**src/rtl/udma_uart_tx.sv**
```systemverilog
// UART transmitter fed by the uDMA TX channel through a req/gnt + valid/ready front end.
// Words land in a small FIFO; the low byte of each is serialized LSB first.
module udma_uart_tx #(
    parameter int FIFO_DEPTH = 4,
    parameter int DIV_W      = 16
) (
    input  logic             sys_clk_i,
    input  logic             rstn_i,
    input  logic             cfg_en_i,
    input  logic [DIV_W-1:0] cfg_div_i,
    input  logic             cfg_parity_en_i,
    input  logic             cfg_stop2_i,
    output logic             data_tx_req_o,
    input  logic             data_tx_gnt_i,
    input  logic [31:0]      data_tx_i,
    input  logic             data_tx_valid_i,
    output logic             data_tx_ready_o,
    output logic             tx_o,
    output logic             busy_o
);

    localparam int AW = (FIFO_DEPTH > 1) ? $clog2(FIFO_DEPTH) : 1;
    localparam int CW = AW + 1;
    localparam logic [CW-1:0] DEPTH = CW'(FIFO_DEPTH);
    localparam logic [CW-1:0] ONE   = CW'(1);

    typedef enum logic [2:0] {
        S_IDLE,
        S_START,
        S_DATA,
        S_PARITY,
        S_STOP
    } state_t;

    logic [7:0]       r_mem [FIFO_DEPTH];
    logic [AW-1:0]    r_wptr;
    logic [AW-1:0]    r_rptr;
    logic [CW-1:0]    r_count;
    logic [CW-1:0]    r_outs;
    logic             r_req;
    logic             r_ready;
    logic             r_busy;
    logic             r_tx;

    state_t           r_state;
    logic [DIV_W-1:0] r_div;
    logic [DIV_W-1:0] r_cnt;
    logic [7:0]       r_shift;
    logic [2:0]       r_idx;
    logic             r_par;
    logic             r_pen;
    logic             r_stop2;
    logic             r_stop_sec;

    logic             w_push;
    logic             w_pop;
    logic             w_bit_end;
    logic             w_frame_end;
    logic [7:0]       w_head;
    logic [CW-1:0]    w_count_nxt;
    logic [CW-1:0]    w_outs_nxt;
    logic [CW:0]      w_sum;
    logic             w_unused;

    assign w_unused    = ^data_tx_i[31:8];
    assign w_push      = data_tx_valid_i && r_ready;
    assign w_bit_end   = (r_cnt == '0);
    assign w_frame_end = (r_state == S_STOP) && w_bit_end &&
                         (!r_stop2 || r_stop_sec);
    assign w_pop       = (r_count != '0) &&
                         ((r_state == S_IDLE) || w_frame_end);
    assign w_head      = r_mem[r_rptr];

    assign w_count_nxt = r_count + (w_push ? ONE : '0) - (w_pop ? ONE : '0);

    // Grants reserve a slot until the matching word arrives.
    always_comb begin
        w_outs_nxt = r_outs;
        if (data_tx_gnt_i && !w_push) begin
            if (r_outs < DEPTH) begin
                w_outs_nxt = r_outs + ONE;
            end
        end else if (!data_tx_gnt_i && w_push) begin
            if (r_outs != '0) begin
                w_outs_nxt = r_outs - ONE;
            end
        end
    end

    assign w_sum = {1'b0, w_count_nxt} + {1'b0, w_outs_nxt};

    always_ff @(posedge sys_clk_i or negedge rstn_i) begin
        if (!rstn_i) begin
            for (int i = 0; i < FIFO_DEPTH; i++) begin
                r_mem[i] <= '0;
            end
            r_wptr  <= '0;
            r_rptr  <= '0;
            r_count <= '0;
            r_outs  <= '0;
            r_req   <= 1'b0;
            r_ready <= 1'b0;
            r_busy  <= 1'b0;
        end else begin
            if (w_push) begin
                r_mem[r_wptr] <= data_tx_i[7:0];
                r_wptr        <= r_wptr + 1'b1;
            end
            if (w_pop) begin
                r_rptr <= r_rptr + 1'b1;
            end
            r_count <= w_count_nxt;
            r_outs  <= w_outs_nxt;
            r_req   <= cfg_en_i && (w_sum < {1'b0, DEPTH});
            r_ready <= (w_count_nxt < DEPTH);
            r_busy  <= (r_state != S_IDLE) || (r_count != '0);
        end
    end

    // Serializer; config is latched at pop so a frame in flight is never disturbed.
    always_ff @(posedge sys_clk_i or negedge rstn_i) begin
        if (!rstn_i) begin
            r_state    <= S_IDLE;
            r_tx       <= 1'b1;
            r_div      <= '0;
            r_cnt      <= '0;
            r_shift    <= '0;
            r_idx      <= '0;
            r_par      <= 1'b0;
            r_pen      <= 1'b0;
            r_stop2    <= 1'b0;
            r_stop_sec <= 1'b0;
        end else begin
            unique case (r_state)
                S_IDLE: begin
                    r_tx <= 1'b1;
                    if (w_pop) begin
                        r_state <= S_START;
                        r_tx    <= 1'b0;
                        r_shift <= w_head;
                        r_par   <= ^w_head;
                        r_div   <= cfg_div_i;
                        r_cnt   <= cfg_div_i;
                        r_pen   <= cfg_parity_en_i;
                        r_stop2 <= cfg_stop2_i;
                    end
                end
                S_START: begin
                    if (w_bit_end) begin
                        r_state <= S_DATA;
                        r_tx    <= r_shift[0];
                        r_shift <= r_shift >> 1;
                        r_idx   <= '0;
                        r_cnt   <= r_div;
                    end else begin
                        r_cnt <= r_cnt - DIV_W'(1);
                    end
                end
                S_DATA: begin
                    if (w_bit_end) begin
                        r_cnt <= r_div;
                        if (r_idx == 3'd7) begin
                            if (r_pen) begin
                                r_state <= S_PARITY;
                                r_tx    <= r_par;
                            end else begin
                                r_state    <= S_STOP;
                                r_tx       <= 1'b1;
                                r_stop_sec <= 1'b0;
                            end
                        end else begin
                            r_tx    <= r_shift[0];
                            r_shift <= r_shift >> 1;
                            r_idx   <= r_idx + 3'd1;
                        end
                    end else begin
                        r_cnt <= r_cnt - DIV_W'(1);
                    end
                end
                S_PARITY: begin
                    if (w_bit_end) begin
                        r_state    <= S_STOP;
                        r_tx       <= 1'b1;
                        r_stop_sec <= 1'b0;
                        r_cnt      <= r_div;
                    end else begin
                        r_cnt <= r_cnt - DIV_W'(1);
                    end
                end
                S_STOP: begin
                    if (w_bit_end) begin
                        if (r_stop2 && !r_stop_sec) begin
                            r_stop_sec <= 1'b1;
                            r_cnt      <= r_div;
                        end else if (w_pop) begin
                            r_state <= S_START;
                            r_tx    <= 1'b0;
                            r_shift <= w_head;
                            r_par   <= ^w_head;
                            r_div   <= cfg_div_i;
                            r_cnt   <= cfg_div_i;
                            r_pen   <= cfg_parity_en_i;
                            r_stop2 <= cfg_stop2_i;
                        end else begin
                            r_state <= S_IDLE;
                            r_tx    <= 1'b1;
                        end
                    end else begin
                        r_cnt <= r_cnt - DIV_W'(1);
                    end
                end
                default: begin
                    r_state <= S_IDLE;
                    r_tx    <= 1'b1;
                end
            endcase
        end
    end

    assign data_tx_req_o   = r_req;
    assign data_tx_ready_o = r_ready;
    assign busy_o          = r_busy;
    assign tx_o            = r_tx;

endmodule
```
**config.mk**
```make
export PLATFORM = sky130hd
export DESIGN_NAME = udma_uart_tx
export DESIGN_NICKNAME = d
export VERILOG_FILES = /design/src/rtl/udma_uart_tx.sv
export SDC_FILE = /design/constraint.sdc
export NUM_CORES = 1
export LEC_CHECK = 0
export ABC_AREA = 1
export BUFFER_PORTS_ARGS = -buffer_cell sky130_fd_sc_hd__buf_2
export CAP_MARGIN = 20
export CORE_MARGIN = 2
export CORE_UTILIZATION = 63
export DETAILED_ROUTE_END_ITERATION = 16
export PLACE_DENSITY = 0.85
export SYNTH_ARGS = -nofsm -noshare
export SYNTH_HDL_FRONTEND = slang
export SYNTH_SLANG_ARGS = --single-unit
```
**constraint.sdc**
```tcl
create_clock -name sys_clk_i -period 8.25 [get_ports sys_clk_i]
set_input_delay 0.4125 -clock sys_clk_i [delete_from_list [all_inputs] [get_ports sys_clk_i]]
set_output_delay 0.4125 -clock sys_clk_i [all_outputs]
set_load 0.1 [all_outputs]
```
==> results_dict.tcl, run 1 <==
set metrics [dict create \
    drive_gt1_frac 0.103 \
    clk_path_buf_depth 2 \
    antenna_found_initial 0 \
    post_cts_resized 0 \
    drt-wirelength-per-cell_um 13.2 \
    holdCritPathClass "input pin to async pin" \
    grt_pass1_wl_mm 18.2 \
    crit_required_ns 8.53 \
    initial_core_util 0.645 \
    core_um2 8180 \
    regToRegSetupSlack_ns 3.97 \
    rsz0062_at_grt "false" \
    cts_root_buf "clkbuf_8" \
    drc 0 \
    place_congestion 0.987 \
    r2r_end "data_tx_req_o" \
    port_buffers 34 \
    synth-edff-count 0 \
    cts_setup_buffers 0 \
    diodes 0 \
    crit_path_max_fanout 35 \
    final_max_slew_viol_count 0 \
    fmax_mhz 234 \
    design_area_um2 5640 \
    synthArstFlopShare 1.00 \
    grt_use_total 0.251 \
    p_total_w 0.00239 \
    vias_per_cell 5.40 \
    powerDensity_nw_per_um2 425 \
    final.setup.tns_ns 0 \
    synth_top_family_by_area "simple AND/OR/NAND/NOR gates" \
    finalClockSkew_ns 0.00793 \
    place_area_um2 5460 \
    wirelength_mm 10.9 \
    synth-simple-area-share 0.268 \
    die_area_um2 9110 \
    critPathKind "flip-flop to flip-flop" \
    cp_data_arrival_time_ns 4.56 \
    synth_compound_area_frac 0.121 \
    ys.flop_type "dfrtp_1" \
    clk_pin_slew_ns 0.10 \
    fillers 676 \
    htree_levels 3 \
    tightest_slew_ns 0.736 \
    die_y_um 95.5 \
    crit_chain "nor2_4 > nand2_2 > nor2_2 > nand3_1 > nand2_2 > nand2_2 > inv_2 > ha_1 > inv_1 > ha_1 > inv_1 > fa_1 > xor2_1 > ha_1 > nor2_1 > nand3b_1 > a31oi_1" \
    synth_fa_ha_area_frac 0.0370 \
    ys_warn_count 0 \
    overflow 0 \
    ys_ff_latch 96 \
    dp_hpwl_mm 7.66 \
    grt_pass1_vias 4218 \
    slew_headroom 0.509 \
    syn_inst 686 \
    outcome "finished clean" \
    cp-end-kind "flip-flop" \
    muxShareOfSynthArea 0 \
    num_vias 4436 \
    pin_count 59 \
    layout-area-overhead-vs-synth_pct 7.03 \
    hold_viol_final 0 \
    die_w_um 95.5 \
    initialDrtViolationCount 301 \
    syn_avg_cell_area_um2 7.68 \
    ys_types 39 \
    post-route-period-util 0.519 \
    r2r_cells 17 \
    clock-sinks 96 \
    netlist_area_um2 5270 \
    synth_nets 756 \
    rows 33 \
    final_nets 782 \
    grt_max_degree 60 \
    cap_violations 0 \
    slowest_delay_ns 0.58 \
    r2r-start "r_state[1]" \
    insertion_delay_ns 0.36 \
    final_common_cell "nand2_1" \
    ir_drop_v 0.000276 \
    synth_xor_area_frac 0.0332 \
    dr.pass1.iters 5 \
    period_minus_slack_ns 4.28 \
    numCtsBuffers 9 \
    ant_nets 0 \
    crit_path_top_delay_cell "inv_2" \
    layout_common_cells "210 x nand2_1, 95 x dfrtp_1, 83 x inv_1, 63 x o21ai_0, 52 x nand3_1" \
    setup_viol 0 \
    postCtsHoldBufs 0 \
    cts_tree "built" \
    power.leakage_nw 2.92 \
    start_kind "flip-flop" \
    seq_area_frac_synth 0.456 \
]
report_power, final:
group          internal [W]  leakage, nW  switching [W]
combinational      0.000431         1.65       0.000825
sequential         0.000695         1.17       0.000158
clock              0.000119       0.0968       0.000167
total               0.00124         2.92        0.00115
cells by family after synthesis:
kind of cell / count (synthesis)
and+or+nand+nor: 337
xor gates and xnor gates: 20
AOI/OAI and AO/OA: 112
DFF: 96
buffers and inverters: 106
adders and majority gates: 15
final cells by class:
type                       instances  area, µm²  area share
multi-input combinational        484       2420       0.430
timing repair buffer              35        180      0.0319
inverter                          86        323      0.0572
clock inverter                     6       41.3     0.00732
tap                              105        131      0.0233
clock buffer                      10        138      0.0244
sequential                        96       2400       0.426
layer usage:
layer | GRT usage | wire length, µm | vias to the layer above
li1 | - | - | 2244
met1 | 0.328 | 5030 | 2076
met2 | 0.430 | 5250 | 103
met3 | 0.0411 | 431 | 13
met4 | 0.0798 | 142 | 0
met5 | 0 | 0 | -
cells in the mapped netlist, types with 8 or more instances:
cell type	n	area (µm²)
nor2_1	45	169
nand2_1	210	788
nand3_1	52	260
nor2_2	9	56.3
dfrtp_1	95	2380
ha_1	14	175
o21a_1	9	67.6
a21oi_1	15	75.1
nand2_2	9	56.3
inv_1	83	312
xor2_1	15	131
o21ai_0	63	315
clkbuf_1	8	30.0
a31oi_1	9	56.3
critical path, delay by kind of cell, from the launching register on:
| kind | cells | cell delay, ns |
|---|---|---|
| AO/OA/AOI/OAI | 1 | 0.13 |
| XOR/XNOR | 1 | 0.25 |
| adder cells (fa/ha/maj) | 4 | 1.12 |
| buffers and inverters | 3 | 0.68 |
| flip-flops | 1 | 0.42 |
| AND/OR/NAND/NOR | 8 | 1.57 |
how the worst max path moves through the flow:
| stage | start | to | slack (ns) | cells past startpoint |
|---|---|---|---|---|
| after floorplan | r_cnt[0] | data_tx_req_o | 5.11 | 20 |
| after global placement | r_state[1] | data_tx_req_o | 4.04 | 17 |
| after detailed placement | r_state[1] | data_tx_req_o | 3.99 | 17 |
| after CTS | r_state[1] | data_tx_req_o | 3.97 | 17 |
| after global routing | r_state[1] | data_tx_req_o | 3.60 | 17 |
| final | r_state[1] | data_tx_req_o | 3.97 | 17 |
per-stage QoR:
| stage | utilization | hold WS [ns] | std cells | setup WS (ns) |
|---|---|---|---|---|
| global placement | 0.668 | 0.406 | 806 | 4.04 |
| floorplan | - | 0.117 | 686 | 5.11 |
| global route | 0.690 | 0.0324 | 822 | 3.60 |
| finish | 0.690 | 0.00273 | 822 | 3.97 |
| CTS | 0.690 | 0.0138 | 822 | 3.97 |
| detailed placement | 0.668 | 0.408 | 806 | 3.99 |
state kept, by name, indices dropped and copies added, names as in the netlist:
register and cells:
busy_o 1, data_tx_ready_o 1, data_tx_req_o 1, r_cnt 16, r_count 3, r_div 16
r_idx 3, r_mem 32, r_outs 3, r_par 1, r_pen 1, r_rptr 2
r_shift 8, r_state 3, r_stop2 1, r_stop_sec 1, r_wptr 2, tx_o 1
(Power assumes the default switching activity.)
==> run 2: changes to the inputs <==
==> config.mk (replaced) <==
export PLATFORM = sky130hd
export DESIGN_NAME = udma_uart_tx
export DESIGN_NICKNAME = d
export VERILOG_FILES = /design/src/rtl/udma_uart_tx.sv
export SDC_FILE = /design/constraint.sdc
export NUM_CORES = 1
export LEC_CHECK = 0
export ABC_AREA = 0
export BUFFER_PORTS_ARGS = -buffer_cell sky130_fd_sc_hd__buf_2
export CAP_MARGIN = 20
export CORE_MARGIN = 2
export CORE_UTILIZATION = 59
export DETAILED_ROUTE_END_ITERATION = 16
export PLACE_DENSITY = 0.8
export SYNTH_ARGS = -nofsm -noshare
export SYNTH_HDL_FRONTEND = slang
export SYNTH_SLANG_ARGS = --single-unit
==> constraint.sdc (replaced) <==
create_clock -name sys_clk_i -period 4 [get_ports sys_clk_i]
set_input_delay 0.2 -clock sys_clk_i [delete_from_list [all_inputs] [get_ports sys_clk_i]]
set_output_delay 0.2 -clock sys_clk_i [all_outputs]
set_load 0.1 [all_outputs]
==> run 2 against run 1 <==
  * The flow now finishes with violations (negative setup slack)
  * Clock-buffer cell count decreased by 1
  * Wire length increased by 25%
  * Register-to-register slack got worse by 4.1 ns
  * Sequential share of layout area decreased by 3.7 points
  * Synthesized area increased by 5.2%
  * Global-route usage increased by 3.0 points
  * Sequential power increased by 110%
  * Setup slack got worse by 4.1 ns
  * Die area increased by 12%
  * Core utilization decreased by 1.8 points
  * First-iteration DRC count increased by 44%
  * Largest cell class unchanged
  * Highest routed layer unchanged
==> results_dict.tcl, run 2 <==
set metrics [dict create \
    syn_avg_cell_area_um2 9.63 \
    setup_slack_ns -0.116 \
    ir_drop_v 0.000545 \
    violations "negative setup slack" \
    diodes 0 \
    drt-wirelength-per-cell_um 18.4 \
    yosysTopAreaCellShare 0.429 \
    grt_pass1_vias 4666 \
    p_comb_frac 0.541 \
    dp_hpwl_mm 9.11 \
    p_sw_frac 0.433 \
    seq_power_share 0.338 \
    cp-end-kind "flip-flop" \
    grt_max_degree 63 \
    r2r_end "data_tx_req_o" \
    rows 35 \
    p_clk_frac 0.121 \
    grt_pass1_wl_mm 22.5 \
    layout-area-overhead-vs-synth_pct 11.4 \
    multi_input_area_um2 2940 \
    netlist_top_cells_count "104 x nand2_1, 95 x dfrtp_1, 38 x o21ai_0" \
    overflow 0 \
    synthArstFlopShare 1.00 \
    seq_area_frac_synth 0.433 \
    cap_violations 0 \
    port_buffers 34 \
    synthDominantAreaCellType "dfrtp_1" \
    numCtsBuffers 9 \
    syn_inst 576 \
    slew_headroom 0.466 \
    netlist_area_um2 5550 \
    clk_path_buf_depth 2 \
    crit_path_top_delay_cell "or4_4" \
    num_vias 4664 \
    largest_reg_flops 32 \
    place_area_um2 5950 \
    ys_warn_count 0 \
    final_max_slew_viol_count 0 \
    htree_levels 3 \
    fmax_mhz 243 \
    vias_per_cell 6.35 \
    worstSetupStartpoint "r_cnt[7]" \
    clk_pin_slew_ns 0.11 \
    ys_ff_latch 96 \
    ys_types 69 \
    start_kind "flip-flop" \
    p_total_w 0.00532 \
    r2r-start "r_cnt[7]" \
    synth_nets 646 \
    tightest_slew_ns 0.800 \
    hp-start "cfg_stop2_i" \
    synthTopCellsByArea "dfrtp_1 43%, nand2_1 7.0%, mux2_2 6.7%" \
    crit_path_max_fanout 2 \
    final_nets 689 \
    regToRegSetupSlack_ns -0.12 \
    cts_root_buf "clkbuf_8" \
    power.leakage_nw 2.74 \
    ant_nets 0 \
    rsz0062_at_grt "true" \
    ys.flop_type "dfrtp_1" \
    switching_power_w 0.00230 \
    initialDrtViolationCount 433 \
    post-route-period-util 1.03 \
    initial_core_util 0.603 \
    setup_viol 1 \
    powerDensity_nw_per_um2 861 \
    outcome "finished, violations left" \
    synth-edff-count 0 \
    clock-sinks 96 \
    cts_tree "built" \
    reg_top3 "r_mem x32, r_cnt x16, r_div x16" \
    pin_count 59 \
    hold_viol_final 0 \
    design_area_um2 6180 \
    internal_power_w 0.00302 \
    slowest_delay_ns 0.54 \
    die_area_um2 10200 \
    finalClockSkew_ns 0.0160 \
    seq_area_um2 2400 \
    dr.pass1.iters 5 \
    place_ws_ns -0.0826 \
    holdCritPathClass "input pin to flip-flop" \
    period_minus_slack_ns 4.12 \
    drc 0 \
    grt_use_total 0.281 \
    layout_common_cells "104 x nand2_1, 95 x dfrtp_1, 38 x o21ai_0" \
    insertion_delay_ns 0.38 \
    crit_required_ns 4.29 \
    die_w_um 101 \
    antenna_found_initial 0 \
    crit_top_cell "inv_2" \
    critPathKind "flip-flop to flip-flop" \
    wirelength_mm 13.5 \
    crit_chain "or4_4 > or4_4 > o31ai_4 > nand2_2 > inv_2 > ha_4 > inv_2 > ha_4 > inv_2 > fa_2 > xnor2_2 > xor2_1 > inv_1 > ha_1 > or4b_4 > a31oi_1" \
    core_um2 9200 \
    cp_data_arrival_time_ns 4.41 \
    final_common_cell "nand2_1" \
    drive_gt1_frac 0.229 \
    crit_end "data_tx_req_o" \
    top_register "r_mem" \
    synth_most_common_cell "nand2_1" \
    place_congestion 0.957 \
    r2r_cells 16 \
    die_y_um 101 \
    fillers 697 \
]
[run 2: changes by cell type after synthesis, sizes merged, moves of 8 or more]
cell	delta
a21oi	+11
clkbuf	+14
inv	-65
mux2	+33
mux2i	+13
mux4	+8
nand2	-114
nand3	-43
nor2	-31
nor3	+16
o21ai	-24
xnor2	+11
xor2	-9
[run 2: area by class of cell]
type	instances	share of cell area
inverter	20	0.0122
tap	111	0.0225
clock inverter	7	0.0120
sequential	96	0.389
clock buffer	9	0.0201
timing repair buffer	67	0.0685
multi-input combinational	425	0.476
[run 2: power groups by stage]
stage	sequential (W)	clock, W	combinational (W)
6_report	0.00180	0.000644	0.00288
5_1_grt	0.00186	0.000693	0.00317
4_1_cts	0.00179	0.000648	0.00285
3_5_place_dp	0.00181	0	0.00280
3_3_place_gp	0.00177	0	0.00269
2_1_floorplan	0.00178	0	0.00211
[run 2: how the worst min path moves through the flow]
stage / slack, ns / cells after the start / end
2_1_floorplan: -0.1 / 0 / busy_o
3_3_place_gp: 0.32 / 1 / r_div[12]
3_5_place_dp: 0.35 / 1 / r_div[9]
4_1_cts: 0.02 / 3 / r_stop2
5_1_grt: 0.02 / 3 / r_div[9]
6_report: 0.02 / 3 / r_stop2
[run 2: timing repair]
action	CTS	global route
setup buffers	1	0
hold buffers	1	0
pin swaps	1	1
resized for setup	0	0
endpoints found under the setup margin	1	1
endpoints found under the hold margin	60	0
[run 2: logic make-up (layout without fill, tap and decap cells)]
group           count (synthesis)  after routing  share of synthesized area
simple gates                  193            193                      0.162
compound gates                140            140                      0.166
flops                          96             96                      0.433
buf+inv                        55            103                     0.0444
mux                            54             54                      0.123
xor+xnor                       22             22                     0.0347
fa+ha+maj                      16             16                     0.0370
[run 2: layer usage]
metal / GRT usage / up-vias / share of wire / wire length [µm]
li1: - / 2163 / - / -
met1: 0.396 / 2274 / 0.44 / 5900
met2: 0.444 / 197 / 0.47 / 6340
met3: 0.0409 / 30 / 0.073 / 982
met4: 0.105 / 0 / 0.022 / 297
met5: 0 / - / 0 / 0
[run 2: metrics by stage]
| stage | utilization | cells | hold slack, ns | TNS (ns) |
|---|---|---|---|---|
| 3_5_place_dp | 0.647 | 716 | 0.346 | -0.0826 |
| 2_1_floorplan | - | 576 | -0.0956 | -0.279 |
| 5_1_grt | 0.672 | 735 | 0.0225 | -0.306 |
| 3_3_place_gp | 0.647 | 716 | 0.321 | 0 |
| 6_report | 0.672 | 735 | 0.0193 | -0.116 |
| 4_1_cts | 0.671 | 734 | 0.0176 | -0.111 |
[run 2: worst max-delay path: cells and delay by family, from the launching register on]
family                     cells  cell delay [ns]
and+or+nand+nor                4             1.63
adders and majority gates      4             0.97
DFF                            1             0.40
xor gates and xnor gates       2             0.40
AOI/OAI and AO/OA              2             0.39
buffers and inverters          4             0.26
==> run 3: changes to the inputs <==
--- a/config.mk
+++ b/config.mk
@@ -5,13 +5,14 @@
 export SDC_FILE = /design/constraint.sdc
 export NUM_CORES = 1
 export LEC_CHECK = 0
-export ABC_AREA = 0
+export ABC_AREA = 1
 export BUFFER_PORTS_ARGS = -buffer_cell sky130_fd_sc_hd__buf_2
 export CAP_MARGIN = 20
 export CORE_MARGIN = 2
 export CORE_UTILIZATION = 59
 export DETAILED_ROUTE_END_ITERATION = 16
 export PLACE_DENSITY = 0.8
+export REMOVE_ABC_BUFFERS = 1
 export SYNTH_ARGS = -nofsm -noshare
 export SYNTH_HDL_FRONTEND = slang
 export SYNTH_SLANG_ARGS = --single-unit
==> run 3 against run 2 <==
  * The flow now finishes without violations
  * Critical path depth is 2 higher
  * Total power decreased by 6.2%
  * Combinational power is 9.0% lower
  * Clock-buffer cell count stayed put
  * Sequential power fell by 2%
  * Worst hold slack barely moved
==> results_dict.tcl, run 3 (same netlist as run 1, synthesis figures left out) <==
set metrics [dict create \
    outcome "finished clean" \
    setup_slack_ns 0.886 \
    die_area_um2 9700 \
    r2r_end "data_tx_req_o" \
    antenna_found_initial 0 \
    rsz0062_at_grt "false" \
    final_common_cell "nand2_1" \
    dr.pass1.iters 5 \
    top_register "r_mem" \
    wl_met3_um 470 \
    powerDensity_nw_per_um2 878 \
    cp-end-kind "flip-flop" \
    layout-area-overhead-vs-synth_pct 7.86 \
    cp_data_arrival_time_ns 3.40 \
    p_sw_frac 0.484 \
    grt_pass1_wl_mm 19.5 \
    crit_path_top_delay_cell "dfrtp_1" \
    switching_power_w 0.00242 \
    num_vias 4488 \
    wirelength_mm 11.0 \
    dp_cells 812 \
    hold_viol_final 0 \
    holdCritPathClass "input pin to flip-flop" \
    layout.cells.non_filler 829 \
    final_nets 786 \
    crit_chain "inv_1 > ha_1 > nand2_2 > nor2_2 > nand3_1 > nand2_2 > nand2_2 > inv_2 > ha_1 > inv_1 > ha_1 > inv_1 > fa_1 > xor2_1 > ha_1 > nor2_1 > nand3b_1 > a31oi_1" \
    slew_headroom 0.493 \
    internal_power_w 0.00257 \
    cts_root_buf "clkbuf_8" \
    port_buffers 34 \
    vias_per_cell 5.41 \
    regToRegSetupSlack_ns 0.89 \
    crit_path_max_fanout 6 \
    p_clk_frac 0.123 \
    grt_pass1_vias 4254 \
    drc 0 \
    layout_common_cells "210 x nand2_1, 95 x dfrtp_1, 83 x inv_1, 63 x o21ai_0, 52 x nand3_1" \
    dp_hpwl_mm 7.65 \
    cap_violations 0 \
    die_w_um 98.5 \
    r2r-start "r_cnt[0]" \
    p_comb_frac 0.524 \
    cp.depth 18 \
    setup_viol 0 \
    pin_count 59 \
    post-route-period-util 0.778 \
    critPathTopFamily "adder cells" \
    die_y_um 98.5 \
    insertion_delay_ns 0.37 \
    final.setup.tns_ns 0 \
    seq_power_share 0.352 \
    largest_reg_flops 32 \
    post_cts_resized 0 \
    r2r_cells 18 \
    cts_tree "built" \
    ir_drop_v 0.000501 \
    clk_pin_slew_ns 0.10 \
    final_max_slew_viol_count 0 \
    place_congestion 0.901 \
    clock-sinks 96 \
    p_total_w 0.00499 \
    initial_core_util 0.607 \
    rows 34 \
    drive_gt1_frac 0.107 \
    finalClockSkew_ns 0.0157 \
    start_kind "flip-flop" \
    critPathKind "flip-flop to flip-flop" \
    diodes 0 \
    met2_length_mm 5.19 \
    drt-wirelength-per-cell_um 13.3 \
    numCtsBuffers 9 \
    highest_layer "met4" \
    power.leakage_nw 2.93 \
    core_um2 8680 \
    met1_length_mm 5.18 \
    overflow 0 \
    crit_top_cell "ha_1" \
    ant_nets 0 \
    grt_max_degree 62 \
    period_minus_slack_ns 3.11 \
    place_ws_ns 0.876 \
    critPathBufInv 4 \
    worstSetupStartpoint "r_cnt[0]" \
    slowest_delay_ns 0.39 \
    crit_required_ns 4.29 \
    reg_top3 "r_mem x32, r_cnt x16, r_div x16" \
    fmax_mhz 321 \
    initialDrtViolationCount 244 \
    hold_depth 3 \
    crit_end "data_tx_req_o" \
    tightest_slew_ns 0.761 \
    grt_use_total 0.243 \
    clk_path_buf_depth 2 \
    htree_levels 3 \
]
## run 3: changes by cell type in the layout (fill, tap and decap cells not counted), sizes merged, moves of 8 or more
cell / delta
a21oi: -11
buf: -28
inv: +65
mux2: -33
mux2i: -13
mux4: -8
nand2: +114
nand3: +43
nor2: +31
nor3: -16
o21ai: +24
xnor2: -11
xor2: +9
## run 3: cell type report
class,count,area (µm²)
timing repair buffer,39,213
inverter,86,323
multi-input combinational,484,2420
clock inverter,7,62.6
fill,778,2990
clock buffer,9,124
sequential,96,2400
tap,108,135
## run 3: worst min path at each step
stage                    startpoint  endpoint  slack [ns]
floorplan                    rstn_i    busy_o        -0.1
global route        cfg_parity_en_i     r_pen        0.05
global placement             rstn_i     r_pen        0.31
detailed placement           rstn_i     r_pen        0.32
finish              cfg_parity_en_i     r_pen        0.02
CTS                 cfg_parity_en_i     r_pen        0.02
## run 3: worst register-to-register path, cell delays in order, from the launching register on
cell and delay (ns):
dfrtp_1 0.39, inv_1 0.11, ha_1 0.21, nand2_2 0.12, nor2_2 0.14, nand3_1 0.10
nand2_2 0.14, nand2_2 0.09, inv_2 0.08, ha_1 0.22, inv_1 0.05, ha_1 0.13
inv_1 0.05, fa_1 0.37, xor2_1 0.27, ha_1 0.28, nor2_1 0.10, nand3b_1 0.07
a31oi_1 0.13
## run 3: stage by stage
step	util	cell area [µm²]	hold slack, ns
detailed placement	0.632	5490	0.323
floorplan	-	5150	-0.0956
CTS	0.655	5680	0.0167
global placement	0.632	5490	0.313
global route	0.655	5680	0.0482
finish	0.655	5680	0.0189
## run 3: repair_timing
item | CTS | global route
setup buffers | 0 | 0
hold buffers | 1 | 0
endpoints found under the hold margin | 59 | 0
## run 3: power groups by stage
| stage | logic (W) | registers (W) | clock network (W) |
|---|---|---|---|
| 6_report | 0.00262 | 0.00176 | 0.000616 |
| 5_1_grt | 0.00301 | 0.00182 | 0.000665 |
| 4_1_cts | 0.00262 | 0.00175 | 0.000628 |
| 3_5_place_dp | 0.00261 | 0.00177 | 0 |
| 3_3_place_gp | 0.00250 | 0.00175 | 0 |
| 2_1_floorplan | 0.00193 | 0.00180 | 0 |
## run 3: per-layer routing
| layer | vias to the layer above | global-route usage |
|---|---|---|
| met3 | 14 | 0.0333 |
| li1 | 2250 | - |
| met5 | - | 0 |
| met1 | 2118 | 0.337 |
| met4 | 0 | 0.0832 |
| met2 | 106 | 0.398 |
